`config.mk`:
```
export PLATFORM = sky130hd
export DESIGN_NAME = cdc_fifo_write_arbiter
export DESIGN_NICKNAME = d
export VERILOG_FILES = /design/src/rtl/cdc_fifo_write_arbiter.sv
export SDC_FILE = /design/constraint.sdc
export NUM_CORES = 1
export LEC_CHECK = 0
export BUFFER_PORTS_ARGS = -buffer_cell sky130_fd_sc_hd__buf_4
export CAP_MARGIN = 20
export CORE_UTILIZATION = 47
export CTS_BUF_LIST = sky130_fd_sc_hd__clkbuf_8 sky130_fd_sc_hd__clkbuf_16
export DETAILED_ROUTE_END_ITERATION = 8
export GPL_TIMING_DRIVEN = 0
export PLACE_DENSITY_LB_ADDON = 0.1
export SLEW_MARGIN = 0
export SYNTH_ARGS = -nofsm -noshare
export SYNTH_HDL_FRONTEND = slang
export SYNTH_SLANG_ARGS = --single-unit
```
`constraint.sdc`:
```
create_clock -name clk -period 3.3 [get_ports clk]
set_input_delay 0.33 -clock clk [delete_from_list [all_inputs] [get_ports clk]]
set_output_delay 0.33 -clock clk [all_outputs]
set_load 0.02 [all_outputs]
```
`src/rtl/cdc_fifo_write_arbiter.sv`:
```
// Round-robin arbiter that shares the CDC FIFO write port among NUM_REQ requesters.
// Runs in the FIFO write-clock domain, with bounded bursts and a full-stall counter.
module cdc_fifo_write_arbiter #(
  parameter int NUM_REQ    = 4,
  parameter int DATA_WIDTH = 4,
  parameter int BURST_MAX  = 4
) (
  input  logic                            clk,
  input  logic                            reset,
  input  logic [NUM_REQ-1:0]              req_valid,
  input  logic [NUM_REQ*DATA_WIDTH-1:0]   req_data,
  output logic [NUM_REQ-1:0]              req_ready,
  input  logic                            full,
  output logic [DATA_WIDTH-1:0]           write_data,
  output logic                            write_increment,
  output logic                            busy,
  output logic [$clog2(NUM_REQ)-1:0]      grant_id,
  output logic [7:0]                      stall_count
);

  localparam int GW = $clog2(NUM_REQ);
  localparam int CW = $clog2(BURST_MAX + 1);

  localparam logic [0:0] ST_IDLE = 1'b0;
  localparam logic [0:0] ST_BUSY = 1'b1;

  logic [0:0]    state;
  logic [GW-1:0] grant;
  logic [CW-1:0] burst_cnt;
  logic [GW-1:0] next_grant;
  logic [GW-1:0] idx;
  logic          found;
  logic          accept;

  // Round-robin search starting just after the last grant.
  always_comb begin
    next_grant = grant;
    found      = 1'b0;
    idx        = grant;
    for (int k = 1; k <= NUM_REQ; k++) begin
      idx        = GW'((int'(grant) + k) % NUM_REQ);
      next_grant = (!found && req_valid[idx]) ? idx : next_grant;
      found      = found | req_valid[idx];
    end
  end

  // The write strobe follows full and reset in the same cycle: no registering.
  always_comb begin
    accept          = (state == ST_BUSY) & req_valid[grant] & ~full & ~reset;
    write_increment = accept;
    req_ready       = accept ? ({{(NUM_REQ-1){1'b0}}, 1'b1} << grant)
                             : {NUM_REQ{1'b0}};
    write_data      = (state == ST_BUSY) ? req_data[int'(grant)*DATA_WIDTH +: DATA_WIDTH]
                                         : {DATA_WIDTH{1'b0}};
  end

  // Arbitration state, burst counting and saturating stall counter.
  always_ff @(posedge clk) begin
    if (reset) begin
      state       <= ST_IDLE;
      grant       <= GW'(NUM_REQ - 1);
      burst_cnt   <= {CW{1'b0}};
      stall_count <= 8'd0;
    end else begin
      case (state)
        ST_IDLE: begin
          if (found) begin
            grant     <= next_grant;
            burst_cnt <= {CW{1'b0}};
            state     <= ST_BUSY;
          end else begin
            state     <= ST_IDLE;
          end
        end
        ST_BUSY: begin
          if (!req_valid[grant]) begin
            state <= ST_IDLE;
          end else if (full) begin
            if (stall_count != 8'hFF) begin
              stall_count <= stall_count + 8'd1;
            end else begin
              stall_count <= stall_count;
            end
          end else begin
            burst_cnt <= burst_cnt + CW'(1);
            if (burst_cnt == CW'(BURST_MAX - 1)) begin
              state <= ST_IDLE;
            end else begin
              state <= ST_BUSY;
            end
          end
        end
        default: state <= ST_IDLE;
      endcase
    end
  end

  assign busy     = (state == ST_BUSY);
  assign grant_id = grant;

endmodule

```
==> impl_metrics.py <==
metrics = {
    "cts": {
        "cts_buffers": 3,
        "cts_root_buf": "clkbuf_8",
        "worstSkewPairLatency_ns": 0.25,
        "ctsResizeCount": 0,
        "postCtsSetupRepairBufs": 0,
        "clkSinkCount": 14,
        "cts_max_path_buffers": 2,
        "clkTransAtPathRegs_ns": 0.06,
        "cts_tree": "yes",
        "htreeDepth": 1,
        "cts_hold_buf": 0,
    },
    "global_routing": {
        "grt_pass1_vias": 984,
        "grt_max_degree": 11,
        "grt_pass1_wl_mm": 4.312,
        "overflow": 0,
        "antenna_found_initial": 0,
        "track_usage_pct": 23.27,
    },
    "floorplanning": {
        "rows": 16,
        "die_y_um": 49.18,
        "dieArea_mm2": 0.002418,
        "initial_core_util_pct": 51.73,
        "ios": 43,
        "die_w_um": 49.18,
        "core_area_mm2": 0.002022,
    },
    "timing": {
        "period_needed_ns": 2.873,
        "relSlewSlack_pct": 49.65,
        "rsz0062_at_grt": "false",
        "period_share_pct": 87.06,
        "skew_ns": 0.001182,
        "tightestPinTransition_ns": 0.7495,
        "drv_slew": 0,
        "setup_violations": 0,
        "fmax_mhz": 348.1,
        "fin_setup_tns_ns": 0,
        "post-route-worst-setup-slack_ns": 0.4270,
        "final_hold_viol_count": 0,
    },
    "final_layout": {
        "finalNonFillerCells": 182,
        "drive_gt1_share_pct": 38.71,
        "n_antenna_cell": 0,
        "area_delta_synth_final_pct": 38.64,
        "nets": 186,
    },
    "placement": {
        "portBuffers": 42,
        "place_ws_ns": 0.4232,
        "dp_hpwl_mm": 1.907,
        "finalWeightedCongestion": 0.7931,
        "dpl.cell_count": 178,
    },
    "yosys": {
        "synth_common_cells": "14 x dfxtp_1, 9 x o21ai_0, 8 x a21oi_1, 8 x and2_1",
        "syn_nets": 139,
        "synth_top_area_share_pct": 26.79,
        "synthCells": 109,
        "yosysMostFrequentCell": "dfxtp_1",
        "synth-edff-count": 0,
        "ys_ff_latch": 14,
        "netlist_top_cells_area": "dfxtp_1 27%, mux4_2 15%, ha_1 8.4%",
        "async_reset_ff_share_pct": 0,
        "synth.avg_cell_area_um2": 9.596,
        "yosysWarnings": 0,
        "ys.flop_type": "dfxtp_1",
        "synth_top_cell_by_area": "dfxtp_1",
        "yosysUniqueCellTypes": 34,
        "syn-cell-area_mm2": 0.001046,
        "seq_area_frac_synth_pct": 26.79,
    },
    "power": {
        "power_density_mw_per_mm2": 548.7,
        "p_leak_nw": 0.6425,
        "worst_ir_drop_vdd_mv": 0.3561,
    },
    "setup_path": {
        "path_cells": "clkbuf_1 -> inv_1 -> ha_1 -> mux4_2 -> o41ai_2 -> nor3b_2 -> mux2_1",
        "cp.arrival_ns": 3.06,
        "cp.required_ns": 3.49,
        "cp_max_fo": 10,
        "critPathKind": "register to register",
        "end_kind": "register",
        "max_stage_delay_ns": 0.59,
        "start_kind": "register",
        "cp_slowest_cell": "mux4_2",
    },
    "routing": {
        "dr_total_vias": 1062,
        "wirelength_mm": 2.578,
        "routed_via_density": 5.835,
        "dr.pass1.iters": 4,
        "post_drt_wl_per_cell_um": 14.16,
        "drc_errors": 0,
        "drtIter0Drc": 16,
        "ant_nets": 0,
    },
    "run": {
        "maxCapViolations": 0,
    },
    "status": {
        "status": "completed",
    },
    "worst_hold_path": {
        "hp-class": "input pin to register",
    },
}
==> final timing paths <==
kind	to	slack (ns)	start	depth (start not counted)
worst max-delay path	burst_cnt[0]$_SDFFE_PP0P_	0.43	grant_id[1]$_SDFFE_PP1P_	7
worst min-delay path	grant_id[0]$_SDFFE_PP1P_	0.41	reset	3
worst max register to register	burst_cnt[0]$_SDFFE_PP0P_	0.43	grant_id[1]$_SDFFE_PP1P_	7
worst min register to register	burst_cnt[2]$_SDFFE_PP0P_	0.48	burst_cnt[2]$_SDFFE_PP0P_	1
==> layout by cell type (no fill, tap or decap), drive strengths merged, types with 2 or more instances in the layout <==
master and count:
o21ai 9, nand2 3, a22o 2, mux4 8, mux2i 2, buf 45, o31ai 3, or4 3
or3 3, dfxtp 14, nand3 4, nor2 7, clkbuf 5, ha 7, nor3b 2, inv 7
nor2b 3, a21oi 8, and2 8, mux2 2
==> worst max-delay path: cells and delay by family, from the launching register on <==
kind            cells  cell delay [ns]
compound gates      1             0.37
fa+ha+maj           1             0.43
buf+inv             2             0.56
flops               1             0.41
mux                 2             0.75
simple gates        1             0.29
==> power breakdown <==
group	total (mW)	switching (mW)	internal [mW]	leakage [nW]
Combinational	0.411	0.206	0.206	0.500
Sequential	0.216	0.0296	0.186	0.114
Clock	0.168	0.0626	0.106	0.0288
Total	0.796	0.298	0.498	0.642
==> cell type report <==
cell class	count	area [µm²]
Multi-Input combinational cell	84	718.2
Fill cell	158	571.8
Timing Repair Buffer	42	315.3
Sequential cell	14	280.3
Clock buffer	4	55.05
Tap cell	27	33.78
Inverter	7	26.28
Buffer	4	21.27
==> layer usage <==
metal	share of wire, %	vias up	global-route usage (%)
li1	-	504	-
met4	1.1	0	6.373
met1	42	502	27.17
met5	0	-	0
met2	49	50	40.41
met3	7.8	6	7.477
==> kinds of logic after synthesis <==
group                      Yosys count  synth area share, %
adders and majority gates            7                8.373
xor gates and xnor gates             1               0.8375
muxes                               12                21.65
and+or+nand+nor                     37                20.46
AOI/OAI and AO/OA                   27                17.35
DFF                                 14                26.79
buffers and inverters               11                4.546
==> sequential cells by signal, indices dropped and copies added (netlist names) <==
signal and flops:
stall_count 8, busy 1, grant_id 2, burst_cnt 3
==> metrics by stage <==
step	instance area [µm²]	hold slack (ns)	util, %	power (mW)
2_1_floorplan	1046	0.4424	-	0.5083
3_3_place_gp	1395	0.4603	69.00	0.6178
3_5_place_dp	1395	0.4669	69.00	0.6315
4_1_cts	1450	0.4102	71.72	0.8017
5_1_grt	1450	0.4418	71.72	0.8451
6_report	1450	0.4100	71.72	0.7956
Power figures use the tool's default switching activity.
